<file path="config.mk">
export PLATFORM = sky130hd
export DESIGN_NAME = vga_sync_640x480
export DESIGN_NICKNAME = d
export VERILOG_FILES = /design/src/rtl/vga_timing_pkg.sv /design/src/rtl/vga_axis_timer.sv /design/src/rtl/vga_sync_640x480.sv
export SDC_FILE = /design/constraint.sdc
export NUM_CORES = 1
export LEC_CHECK = 0
export CORE_MARGIN = 1.5
export CORE_UTILIZATION = 55
export CTS_CLUSTER_DIAMETER = 40
export DETAILED_ROUTE_END_ITERATION = 8
export MAX_ROUTING_LAYER = met4
export PLACE_DENSITY = 0.8
export SYNTH_ARGS = -nofsm -noshare
export SYNTH_HDL_FRONTEND = slang
export SYNTH_SLANG_ARGS = --single-unit
</file>
<file path="constraint.sdc">
create_clock -name clk25 -period 4.28 [get_ports clk25]
set_input_delay 0.642 -clock clk25 [delete_from_list [all_inputs] [get_ports clk25]]
set_output_delay 0.642 -clock clk25 [all_outputs]
set_load 0.02 [all_outputs]
</file>
<file path="src/rtl/vga_timing_pkg.sv">
// Shared 640x480@60 Hz timing constants and the per-axis phase encoding,
// used by the sync generator and the renderers that consume its counters.
package vga_timing_pkg;

    localparam int VGA_HPIXELS = 800;
    localparam int VGA_VLINES  = 521;
    localparam int VGA_HPULSE  = 96;
    localparam int VGA_VPULSE  = 2;
    localparam int VGA_HBP     = 144;
    localparam int VGA_HFP     = 784;
    localparam int VGA_VBP     = 31;
    localparam int VGA_VFP     = 511;

    typedef enum logic [1:0] {
        SYNC   = 2'd0,
        BACK   = 2'd1,
        ACTIVE = 2'd2,
        FRONT  = 2'd3
    } phase_e;

endpackage

</file>
<file path="src/rtl/vga_axis_timer.sv">
// One timing axis: wrap counter advanced by step_i, phase FSM, sync and window
// decode. The next-count view is exported so the top can register coherent flags.
module vga_axis_timer
    import vga_timing_pkg::*;
#(
    parameter int N     = VGA_HPIXELS,
    parameter int PULSE = VGA_HPULSE,
    parameter int BP    = VGA_HBP,
    parameter int FP    = VGA_HFP
) (
    input  logic       clk25,
    input  logic       clr,
    input  logic       step_i,
    output logic [9:0] cnt_o,
    output logic       tc_o,
    output logic       tc_nxt_o,
    output logic       active_nxt_o,
    output logic       sync_n_o
);

    logic [9:0] cnt_q, cnt_d;
    phase_e     phase_q, phase_d;
    logic       sync_n_q;

    // Phase follows the count that will be presented next, so sync and
    // window flags line up with the counter in the same cycle.
    always_comb begin
        cnt_d   = cnt_q;
        phase_d = phase_q;
        if (step_i) begin
            cnt_d = (cnt_q == 10'(N - 1)) ? 10'd0 : cnt_q + 10'd1;
            if (cnt_d == 10'd0)
                phase_d = SYNC;
            else if (cnt_d == 10'(PULSE))
                phase_d = BACK;
            else if (cnt_d == 10'(BP))
                phase_d = ACTIVE;
            else if (cnt_d == 10'(FP))
                phase_d = FRONT;
        end
    end

    always_ff @(posedge clk25 or posedge clr) begin
        if (clr) begin
            cnt_q    <= 10'd0;
            phase_q  <= SYNC;
            sync_n_q <= 1'b0;
        end else begin
            cnt_q    <= cnt_d;
            phase_q  <= phase_d;
            sync_n_q <= (phase_d != SYNC);
        end
    end

    assign cnt_o        = cnt_q;
    assign tc_o         = (cnt_q == 10'(N - 1));
    assign tc_nxt_o     = (cnt_d == 10'(N - 1));
    assign active_nxt_o = (phase_d == ACTIVE);
    assign sync_n_o     = sync_n_q;

endmodule

</file>
<file path="src/rtl/vga_sync_640x480.sv">
// 640x480@60 Hz sync generator: horizontal axis steps every enabled clock,
// vertical axis steps on horizontal wrap; window and strobes are registered.
module vga_sync_640x480
    import vga_timing_pkg::*;
#(
    parameter int HPIXELS = VGA_HPIXELS,
    parameter int VLINES  = VGA_VLINES,
    parameter int HPULSE  = VGA_HPULSE,
    parameter int VPULSE  = VGA_VPULSE,
    parameter int HBP     = VGA_HBP,
    parameter int HFP     = VGA_HFP,
    parameter int VBP     = VGA_VBP,
    parameter int VFP     = VGA_VFP
) (
    input  logic       clk25,
    input  logic       clr,
    input  logic       en,
    output logic [9:0] hc,
    output logic [9:0] vc,
    output logic       hsync,
    output logic       vsync,
    output logic       vidon,
    output logic       line_end,
    output logic       frame_end
);

    logic h_tc, h_tc_nxt, h_act_nxt;
    logic v_tc, v_tc_nxt, v_act_nxt;
    logic vidon_q, line_end_q, frame_end_q;

    vga_axis_timer #(.N(HPIXELS), .PULSE(HPULSE), .BP(HBP), .FP(HFP)) u_h (
        .clk25        (clk25),
        .clr          (clr),
        .step_i       (en),
        .cnt_o        (hc),
        .tc_o         (h_tc),
        .tc_nxt_o     (h_tc_nxt),
        .active_nxt_o (h_act_nxt),
        .sync_n_o     (hsync)
    );

    vga_axis_timer #(.N(VLINES), .PULSE(VPULSE), .BP(VBP), .FP(VFP)) u_v (
        .clk25        (clk25),
        .clr          (clr),
        .step_i       (en & h_tc),
        .cnt_o        (vc),
        .tc_o         (v_tc),
        .tc_nxt_o     (v_tc_nxt),
        .active_nxt_o (v_act_nxt),
        .sync_n_o     (vsync)
    );

    // Strobes are gated by en so a frozen terminal count never re-fires.
    always_ff @(posedge clk25 or posedge clr) begin
        if (clr) begin
            vidon_q     <= 1'b0;
            line_end_q  <= 1'b0;
            frame_end_q <= 1'b0;
        end else begin
            vidon_q     <= h_act_nxt & v_act_nxt;
            line_end_q  <= en & h_tc_nxt;
            frame_end_q <= en & h_tc_nxt & v_tc_nxt;
        end
    end

    assign vidon     = vidon_q;
    assign line_end  = line_end_q;
    assign frame_end = frame_end_q;

    logic unused_v_tc;
    assign unused_v_tc = v_tc;

endmodule

</file>
# Word-level counts from Yosys, hierarchy flattened
# Index checks and enable logic that the tools add are counted.
dict set report totals {
  ff_bits 29
  input_bits 3
  output_inout_bits 25
  word_cells 45
}
dict set report classes {
  addsub 2
  eq_ne 12
  n_mux 14
  bitwise_logic 4
  n_reduce_logical 4
}
# cell n
set op_table {}
lappend op_table {{10-bit == test (second input constant)} 5}
lappend op_table {{10-bit two-way mux} 4}
lappend op_table {{10-bit by 1-bit adder with 10-bit output (second input constant)} 2}
lappend op_table {{10-bit zero test} 2}
lappend op_table {{2-bit two-way mux} 10}
lappend op_table {{10-bit by 2-bit == test with 1-bit output (second input constant)} 1}
lappend op_table {{10-bit by 5-bit == test with 1-bit output (second input constant)} 1}
lappend op_table {{10-bit by 7-bit == test with 1-bit output (second input constant)} 1}
lappend op_table {{10-bit by 8-bit == test with 1-bit output (second input constant)} 1}
lappend op_table {{10-bit by 9-bit == test with 1-bit output (second input constant)} 1}
lappend op_table {{1-bit bitwise AND} 4}
lappend op_table {{2-bit == test (second input constant)} 2}
lappend op_table {{2-bit nonzero test} 2}

# Longest topological paths before layout
# Gate-level depths: netlist (run 1).
dict set report logic_depth {
  word_depth 10
  ltp_mapped 11
  mapped_depth_nobuf 9
}

# Cells and area by module
# A second synthesis (run 1) with hierarchy kept.
dict set report hier_totals {
  hier_cells 242
  area_unflattened_um2 2250.9
}
# module instances cells_per_inst area_each_um2 seq_area_each_um2
set by_module_without_submodules {}
lappend by_module_without_submodules {{vga_axis_timer at u_v} 1 122 1083.5 325.3}
lappend by_module_without_submodules {{vga_axis_timer at u_h} 1 112 1062.3 325.3}
lappend by_module_without_submodules {vga_sync_640x480 1 8 105.1 75.1}

# Worst setup path after synthesis (run 1)
# No wires, ideal clock.
dict set report synth_path {
  path_kind {reg2reg}
  start {register u_h.cnt_q[0] (netlist: u_h.cnt_o[0])}
  end {register frame_end_q (netlist: frame_end)}
  setup_time_ns 0.067
  arrival_time_ns 2.522
  required_ns 4.213
  slack_ns 1.691
  path_stages_with_launch 12
  n_path_buf 3
  synth_period_minus_slack_ns 2.589
  cell_sequence {dfrtp_1 > ha_1 > and4_1 > buf_4 > and3_1 > buf_4 > and2_1 > buf_2 > nand2_1 > mux2_2 > nor4_1 > and3_1}
}
dict set report synth_between {
  word_cells_on_any_way 10
  cone_classes {1 x add/sub; 3 x eq/ne; 3 x mux; 3 x bitwise}
}
# item line_no
set synth_lines {}
lappend synth_lines {{from (decl)} vga_axis_timer.sv:21} ;# logic [9:0] cnt_q, cnt_d;
lappend synth_lines {{from (signal assigned)} vga_axis_timer.sv:49} ;# cnt_q <= cnt_d;
lappend synth_lines {{10-bit == test} vga_axis_timer.sv:56} ;# assign tc_o = (cnt_q == 10'(N - 1));
lappend synth_lines {{1-bit bitwise AND} vga_sync_640x480.sv:45} ;# .step_i (en & h_tc),
lappend synth_lines {{10-bit two-way mux} vga_axis_timer.sv:30} ;# if (step_i) begin
lappend synth_lines {{named net u_v.cnt_d[2]} vga_axis_timer.sv:21}
lappend synth_lines {{10-bit == test} vga_axis_timer.sv:57} ;# assign tc_nxt_o = (cnt_d == 10'(N - 1));
lappend synth_lines {{1-bit bitwise AND} vga_sync_640x480.sv:62} ;# frame_end_q <= en & h_tc_nxt & v_tc_nxt;
lappend synth_lines {{to (signal assigned)} vga_sync_640x480.sv:62}
lappend synth_lines {{to (decl)} vga_sync_640x480.sv:29} ;# logic vidon_q, line_end_q, frame_end_q;
# The timed path passes the listed nets, and every way through them passes these cells.

# Final worst setup path (run 1)
dict set report layout_path {
  start {register u_h.cnt_q[0] (netlist: u_h.cnt_o[0])}
  end {register vidon_q (netlist: vidon)}
}
dict set report layout_between {
  elab_chain_cells 10
  word_cells_on_any_way 17
  cone_classes {1 x add/sub; 6 x eq/ne; 7 x mux; 2 x bitwise; 1 x reduce/logical}
}
# item line_no
set layout_rtl {}
lappend layout_rtl {{10-bit by 1-bit adder with 10-bit output / 10-bit == test (equally long branches)} vga_axis_timer.sv:31} ;# cnt_d = (cnt_q == 10'(N - 1)) ? 10'd0 : cnt_q + 10'd1;
lappend layout_rtl {{10-bit two-way mux *} vga_axis_timer.sv:31}
lappend layout_rtl {{10-bit == test} vga_axis_timer.sv:38} ;# else if (cnt_d == 10'(FP))
lappend layout_rtl {{2-bit two-way mux} vga_axis_timer.sv:38}
lappend layout_rtl {{2-bit two-way mux} vga_axis_timer.sv:36} ;# else if (cnt_d == 10'(BP))
lappend layout_rtl {{2-bit two-way mux} vga_axis_timer.sv:34} ;# else if (cnt_d == 10'(PULSE))
lappend layout_rtl {{2-bit two-way mux *} vga_axis_timer.sv:32} ;# if (cnt_d == 10'd0)
lappend layout_rtl {{2-bit two-way mux *} vga_axis_timer.sv:30}
lappend layout_rtl {{named net u_h.phase_d[0]} vga_axis_timer.sv:22} ;# phase_e phase_q, phase_d;
lappend layout_rtl {{2-bit == test *} vga_axis_timer.sv:58} ;# assign active_nxt_o = (phase_d == ACTIVE);
lappend layout_rtl {{1-bit bitwise AND *} vga_sync_640x480.sv:60} ;# vidon_q <= h_act_nxt & v_act_nxt;
lappend layout_rtl {{to (signal assigned)} vga_sync_640x480.sv:60}
lappend layout_rtl {{to (decl)} vga_sync_640x480.sv:29}
# Mark *: on every way through the listed nets, which the timed path passes. The rest lies on a longest branch.

==> summary.txt, run 1 <==
Place WS -> 1.20 ns
Hold-fix buffers, CTS -> 0
Final Hold Viols -> 0
Cell row count -> 22
Top_reg_cell synth -> dfrtp_1
Clk_lat worst skew -> 0.29 ns
DRC viols -> 0
Sequential share of power -> 41.7%
Startpoint types -> flip-flop
Layout Nets -> 258
Largest buffer count on any clock path -> 2
Final wirelength -> 4570 microns
Hold/Removal Path Class -> reg2reg
Hold EP -> u_h.phase_q[1]
Synth area leaders -> dfrtp_1, mux2_2, xnor2_1, ha_1, nand2_1
Root Buffer -> clkbuf_8
Worst Skew -> 0.00401 ns
Final setup fails -> 0
Placer Congestion -> 0.919
Top cells by count, synth -> dfrtp_1, nand2_1, nand3_1, o21ai_0, inv_1
Critical-path top delay cell -> nor4_1
Worst slew pin tran -> 0.634 ns
Slew HR -> 57.6%
Post-Syn Instances -> 232
Post-route minimum period -> 2.97 ns
Final cell count without fillers -> 298
Antenna diodes -> 0
CTS resizes -> 0
Fraction of the cycle the final worst path needs -> 69.4%
P_sw -> 0.328 mW
Share of layout cells above drive strength 1 -> 10.8%
Slew Viols, Final -> 0
Worst-path fanout max -> 9
Routed vias/inst -> 6.14
Crit-path most repeated cell -> nor4_1
Area growth syn-to-layout -> 16.1%
Crit Path Class -> reg2reg
Yosys top cell by area -> dfrtp_1
Warnings, synthesis -> 0
Reg2reg setup slack -> 1.31 ns
Post-CTS Setup Repair Bufs -> 0
Outcome -> finished, final reports clean
Wire length per cell -> 15.3 microns
VDD IR max -> 308 uV
Sw Share -> 36.1%
Mapped Area -> 0.00210 sq mm
Die W -> 64.8 microns
Post-synth ARST share -> 100%
Global-route wire length before repair -> 7730 microns
Grt ovf -> 0
RSZ-0062 raised after global routing -> no
#FFs+latches synth -> 29
RR Startpoint -> u_h.cnt_o[0]
Vias in the first global route -> 1683
Final core occ -> 66.6%
Mean Syn Cell Area -> 9.06 sq um
Initial Utilization -> 57.4%
Max Clk Rate -> 336 MHz
Port bufs -> 27
Most common cell in the netlist -> dfrtp_1
Synth top area share -> 34.5%
Hold path depth -> 2
Core region area -> 0.00366 sq mm
Fin Hold WS -> 0.491 ns
Initial antenna violation count -> 0
RR Endpoint -> vidon
Largest stage delay on the critical path -> 0.48 ns
Io pins -> 28
Vias -> 1831
Syn Nets -> 241
Inserted Clock Buffers -> 5
Leak -> 0.990 nW
Post-route ant nets -> 0
Fill count -> 308
Setup TNS Final -> 0 ns
PD cells -> 372 mW/mm^2
EDFF count, synth -> 0
Worst EP arrival -> 3.16 ns
Combinational Power Share -> 30.6%
Post-synthesis sequential area ratio -> 34.5%
Clock sink count -> 29
CTS tree -> built
Die H -> 64.8 microns
Final worst setup slack -> 1.31 ns
Pin count of the biggest net entering global routing -> 30
Die area -> 0.00420 sq mm
Internal -> 0.581 mW
Clock share of power -> 27.7%
Reg2Reg Depth -> 8
Multi-input gate area -> 0.00124 sq mm
First-pass DRT Iterations -> 5
Hold path startpoint -> u_h.phase_q[1]
Detail Placement HPWL -> 3270 microns
Netlist cell types -> 59
CP Cell Sequence -> ha_1 > and4_1 > and3_1 > a21oi_1 > nor4_1 > a221oi_1 > o22a_2 > nor4_1
Worst path required time -> 4.46 ns
FF/Latch Area -> 726 sq um
CP Capture Type -> flip-flop
Dpl cells -> 290
# Max-Cap Violations -> 0
GRT Resource Usage Total -> 24.2%
Detailed router's first-iteration violation count -> 151
Worst-path clk slew -> 0.06 ns
CTS H-Tree Depth -> 2
logic make-up (layout without fill, tap and decap cells):
group | after synthesis | count (layout) | synth area share (%)
AOI/OAI and AO/OA | 51 | 51 | 18.1
xor gates and xnor gates | 14 | 14 | 5.84
adders and majority gates | 6 | 6 | 3.57
buffers and inverters | 28 | 46 | 6.55
DFF | 29 | 29 | 34.5
muxes | 8 | 8 | 4.29
and+or+nand+nor | 96 | 96 | 27.1
worst max path at each step:
stage	startpoint	endpoint
2_1_floorplan	u_h.cnt_o[0]	frame_end
4_1_cts	u_h.cnt_o[0]	vidon
3_5_place_dp	en	vidon
3_3_place_gp	en	vidon
5_1_grt	u_h.cnt_o[0]	vidon
6_report	u_h.cnt_o[0]	vidon
placed cells by master, fill, tap and decap left out, types with 3 or more instances in the layout:
cell type	count
dfrtp_1	29
clkdlybuf4s50_1	27
nand2_1	18
nand3_1	11
o21ai_0	11
inv_1	10
nor2_1	9
xnor2_1	9
nand4_1	8
nor3_1	8
mux2_2	8
clkbuf_8	7
and3_1	6
nand2b_1	6
a21oi_1	6
ha_1	6
xor2_1	5
nor4_1	5
nor2b_1	4
and2_1	4
a211oi_1	4
or3_1	4
a21o_1	3
o211ai_1	3
power by group through the flow:
stage / Clock [mW] / Combinational (mW) / Sequential (mW)
2_1_floorplan: 0 / 0.207 / 0.370
3_3_place_gp: 0 / 0.275 / 0.382
3_5_place_dp: 0 / 0.279 / 0.382
4_1_cts: 0.255 / 0.280 / 0.379
5_1_grt: 0.267 / 0.307 / 0.386
6_report: 0.252 / 0.278 / 0.379
area by class of cell:
class	instances	area share (%)
Sequential cell	29	29.7
Multi-Input combinational cell	175	50.7
Timing Repair Buffer	28	11.4
Tap cell	48	2.46
Clock buffer	7	3.95
Clock inverter	1	0.205
Inverter	10	1.54
registers in the layout, indices dropped and copies added, names as in the netlist:
| name | cells |
|---|---|
| u_v.sync_n_o | 1 |
| line_end | 1 |
| u_h.cnt_o | 10 |
| vidon | 1 |
| u_v.phase_q | 2 |
| u_h.sync_n_o | 1 |
| frame_end | 1 |
| u_h.phase_q | 2 |
| u_v.cnt_o | 10 |
per-layer routing:
layer  part of all wire, %  track usage, %  vias to the layer above
li1                      -               -                      887
met1                    43            29.5                      865
met5                     0               -                        -
met3                   4.7            4.69                       16
met2                    49            39.3                       63
met4                   3.0            10.4                        0
critical path, delay by kind of cell (launching register included):
family | cells | cell delay (ns)
AND/OR/NAND/NOR | 4 | 1.51
AO/OA/AOI/OAI | 3 | 0.57
flip-flops | 1 | 0.44
adder cells (fa/ha/maj) | 1 | 0.33
metrics by stage:
| step | cell area, sq um | power, mW |
|---|---|---|
| floorplan | 2100 | 0.578 |
| global placement | 2340 | 0.657 |
| detailed placement | 2340 | 0.661 |
| CTS | 2440 | 0.914 |
| global route | 2440 | 0.960 |
| finish | 2440 | 0.909 |
No activity file was read; power rests on OpenSTA's default activity.
==> run 2: changes to the inputs <==
==> constraint.sdc (replaced) <==
create_clock -name clk25 -period 3.01 [get_ports clk25]
set_input_delay 0.4515 -clock clk25 [delete_from_list [all_inputs] [get_ports clk25]]
set_output_delay 0.4515 -clock clk25 [all_outputs]
set_load 0.02 [all_outputs]
==> summary.txt, run 2 (synthesis results as in run 1) <==
Outcome -> finished, final reports clean (unchanged)
CP Cell Sequence -> ha_1 > and4_2 > and3_2 > o211ai_1 > o41ai_2 > a221oi_1 > o22a_2 > nor4_1 (was ha_1 > and4_1 > and3_1 > a21oi_1 > nor4_1 > a221oi_1 > o22a_2 > nor4_1)
Slew HR -> 68.5% (was 57.6%)
Final setup fails -> 0 (unchanged)
Inserted Clock Buffers -> 5 (unchanged)
GRT Resource Usage Total -> 25.9% (was 24.2%)
Io pins -> 28 (unchanged)
Die W -> 64.8 microns (unchanged)
Place WS -> 0.116 ns (was 1.20 ns)
CP Capture Type -> flip-flop (unchanged)
Die area -> 0.00420 sq mm (unchanged)
Initial Utilization -> 57.4% (unchanged)
Busiest layer in global routing -> met2 (unchanged)
Dpl cells -> 298 (was 290)
Antenna diodes -> 0 (unchanged)
Layout Nets -> 266 (was 258)
Routed vias/inst -> 6.19 (was 6.14)
Hold-fix buffers, CTS -> 0 (unchanged)
Met1 usage -> 30.0% (was 29.5%)
Placer Congestion -> 0.880 (was 0.919)
Largest stage delay on the critical path -> 0.45 ns (was 0.48 ns)
Post-route ant nets -> 0 (unchanged)
Max Clk Rate -> 357 MHz (was 336 MHz)
Setup TNS Final -> 0 ns (unchanged)
Die H -> 64.8 microns (unchanged)
Post-DP Area -> 0.00240 sq mm (was 0.00234 sq mm)
CTS resizes -> 0 (unchanged)
Detail Placement HPWL -> 3580 microns (was 3270 microns)
Largest buffer count on any clock path -> 2 (unchanged)
Final cell count without fillers -> 306 (was 298)
Worst-path clk slew -> 0.06 ns (about the same)
# Max-Cap Violations -> 0 (unchanged)
Startpoint types -> flip-flop (unchanged)
Vias in the first global route -> 1803 (was 1683)
Worst Skew -> 0.00807 ns (was 0.00401 ns)
Worst-path fanout max -> 9 (unchanged)
Worst slew pin tran -> 0.468 ns (was 0.634 ns)
Hold/Removal Path Class -> reg2reg (unchanged)
Post-CTS Setup Repair Bufs -> 0 (unchanged)
Clk_lat worst skew -> 0.28 ns (was 0.29 ns)
P_sw -> 0.471 mW (was 0.328 mW)
Clock share of power -> 24.7% (was 27.7%)
DRC viols -> 0 (unchanged)
Pin count of the biggest net entering global routing -> 30 (unchanged)
Final Hold Viols -> 0 (unchanged)
Slew Viols, Final -> 0 (unchanged)
Core region area -> 0.00366 sq mm (unchanged)
Post-route minimum period -> 2.80 ns (was 2.97 ns)
Vias -> 1893 (was 1831)
Global-route wire length before repair -> 8080 microns (was 7730 microns)
CTS tree -> built (unchanged)
Combinational Power Share -> 32.4% (was 30.6%)
Internal -> 0.780 mW (was 0.581 mW)
Share of layout cells above drive strength 1 -> 15.1% (was 10.8%)
First-pass DRT Iterations -> 5 (unchanged)
Multi-input gate area -> 0.00125 sq mm (was 0.00124 sq mm)
Grt ovf -> 0 (unchanged)
Initial antenna violation count -> 0 (unchanged)
Worst EP arrival -> 2.95 ns (was 3.16 ns)
GRT met3 Usage -> 4.17% (was 4.69%)
Port bufs -> 27 (unchanged)
Final worst setup slack -> 0.209 ns (was 1.31 ns)
Detailed router's first-iteration violation count -> 107 (was 151)
Met2 Use GR -> 44.2% (was 39.3%)
Commonest non-fill, non-tap cell in the layout -> dfrtp_1 (unchanged)
Design area -> 0.00250 sq mm (was 0.00244 sq mm)
RSZ-0062 raised after global routing -> no (unchanged)
Sw Share -> 37.7% (was 36.1%)
Wire length per cell -> 15.8 microns (was 15.3 microns)
Root Buffer -> clkbuf_8 (unchanged)
Design Power -> 1.25 mW (was 0.909 mW)
Fill count -> 312 (was 308)
Critical-path top delay cell -> dfrtp_1 (was nor4_1)
PD cells -> 500 mW/mm^2 (was 372 mW/mm^2)
FF/Latch Area -> 726 sq um (unchanged)
Fraction of the cycle the final worst path needs -> 93.1% (was 69.4%)
VDD IR max -> 487 uV (was 308 uV)
Cell row count -> 22 (unchanged)
Clock sink count -> 29 (unchanged)
Crit Path Class -> reg2reg (unchanged)
Sequential share of power -> 42.9% (was 41.7%)
Leading cell types in the layout, fill and taps excluded -> dfrtp_1, clkdlybuf4s50_1, nand2_1 (unchanged)
Worst path required time -> 3.16 ns (was 4.46 ns)
Area growth syn-to-layout -> 19.0% (was 16.1%)
Final wirelength -> 4840 microns (was 4570 microns)
Leak -> 1.02 nW (was 0.990 nW)
CTS H-Tree Depth -> 2 (unchanged)
==> run 2: cell count changes in the layout (fill, tap and decap cells not counted) <==
| cell | before | now |
|---|---|---|
| buf_4 | 1 | 9 |
| clkbuf_8 | 7 | 5 |
| a311oi_1 | 1 | 0 |
| a311oi_2 | 0 | 1 |
| and3_1 | 6 | 5 |
| and3_2 | 0 | 1 |
| and4_1 | 2 | 1 |
| and4_2 | 0 | 1 |
| clkinv_2 | 1 | 2 |
| clkinvlp_4 | 0 | 1 |
| nor4_1 | 5 | 4 |
| nor4_2 | 0 | 1 |
==> run 2: worst paths after layout <==
check                          startpoint        endpoint  slack, ns  depth (start not counted)
max                          u_h.cnt_o[0]           vidon       0.21                          8
min                        u_h.phase_q[1]  u_h.phase_q[1]       0.52                          2
max reg2reg                  u_h.cnt_o[0]           vidon       0.21                          8
min reg2reg                u_h.phase_q[1]  u_h.phase_q[1]       0.52                          2
max in group asynchronous             clr    u_v.cnt_o[0]       2.21                          3
min in group asynchronous             clr    u_v.cnt_o[9]       0.53                          3
==> run 2: worst max-delay path, delay by kind of cell, from the launching register on <==
family	cells	cell delay [ns]
AOI/OAI and AO/OA	4	0.95
adders and majority gates	1	0.31
DFF	1	0.45
and+or+nand+nor	3	0.95
==> run 2: final cells by class <==
| class | count | area share (%) |
|---|---|---|
| Clock buffer | 5 | 2.75 |
| Clock inverter | 3 | 0.701 |
| Inverter | 10 | 1.50 |
| Multi-Input combinational cell | 175 | 50.1 |
| Sequential cell | 29 | 29.0 |
| Tap cell | 48 | 2.40 |
| Timing Repair Buffer | 36 | 13.5 |
==> run 2: power groups by stage <==
| stage | sequential, mW | clock [mW] | combinational (mW) |
|---|---|---|---|
| CTS | 0.535 | 0.318 | 0.403 |
| detailed placement | 0.543 | 0 | 0.399 |
| floorplan | 0.527 | 0 | 0.295 |
| global placement | 0.538 | 0 | 0.391 |
| finish | 0.536 | 0.309 | 0.405 |
| global route | 0.547 | 0.345 | 0.438 |
==> run 2: stage by stage <==
stage          utilization (%)  hold slack [ns]
2_1_floorplan                -            0.457
3_3_place_gp              65.5            0.490
3_5_place_dp              65.5            0.498
4_1_cts                   67.9            0.528
5_1_grt                   68.3            0.568
6_report                  68.3            0.523
==> run 2: routing by layer <==
metal,wire [microns],vias to the layer above
met5,0,-
li1,-,906
met2,2530,54
met1,2020,918
met4,119,0
met3,170,15
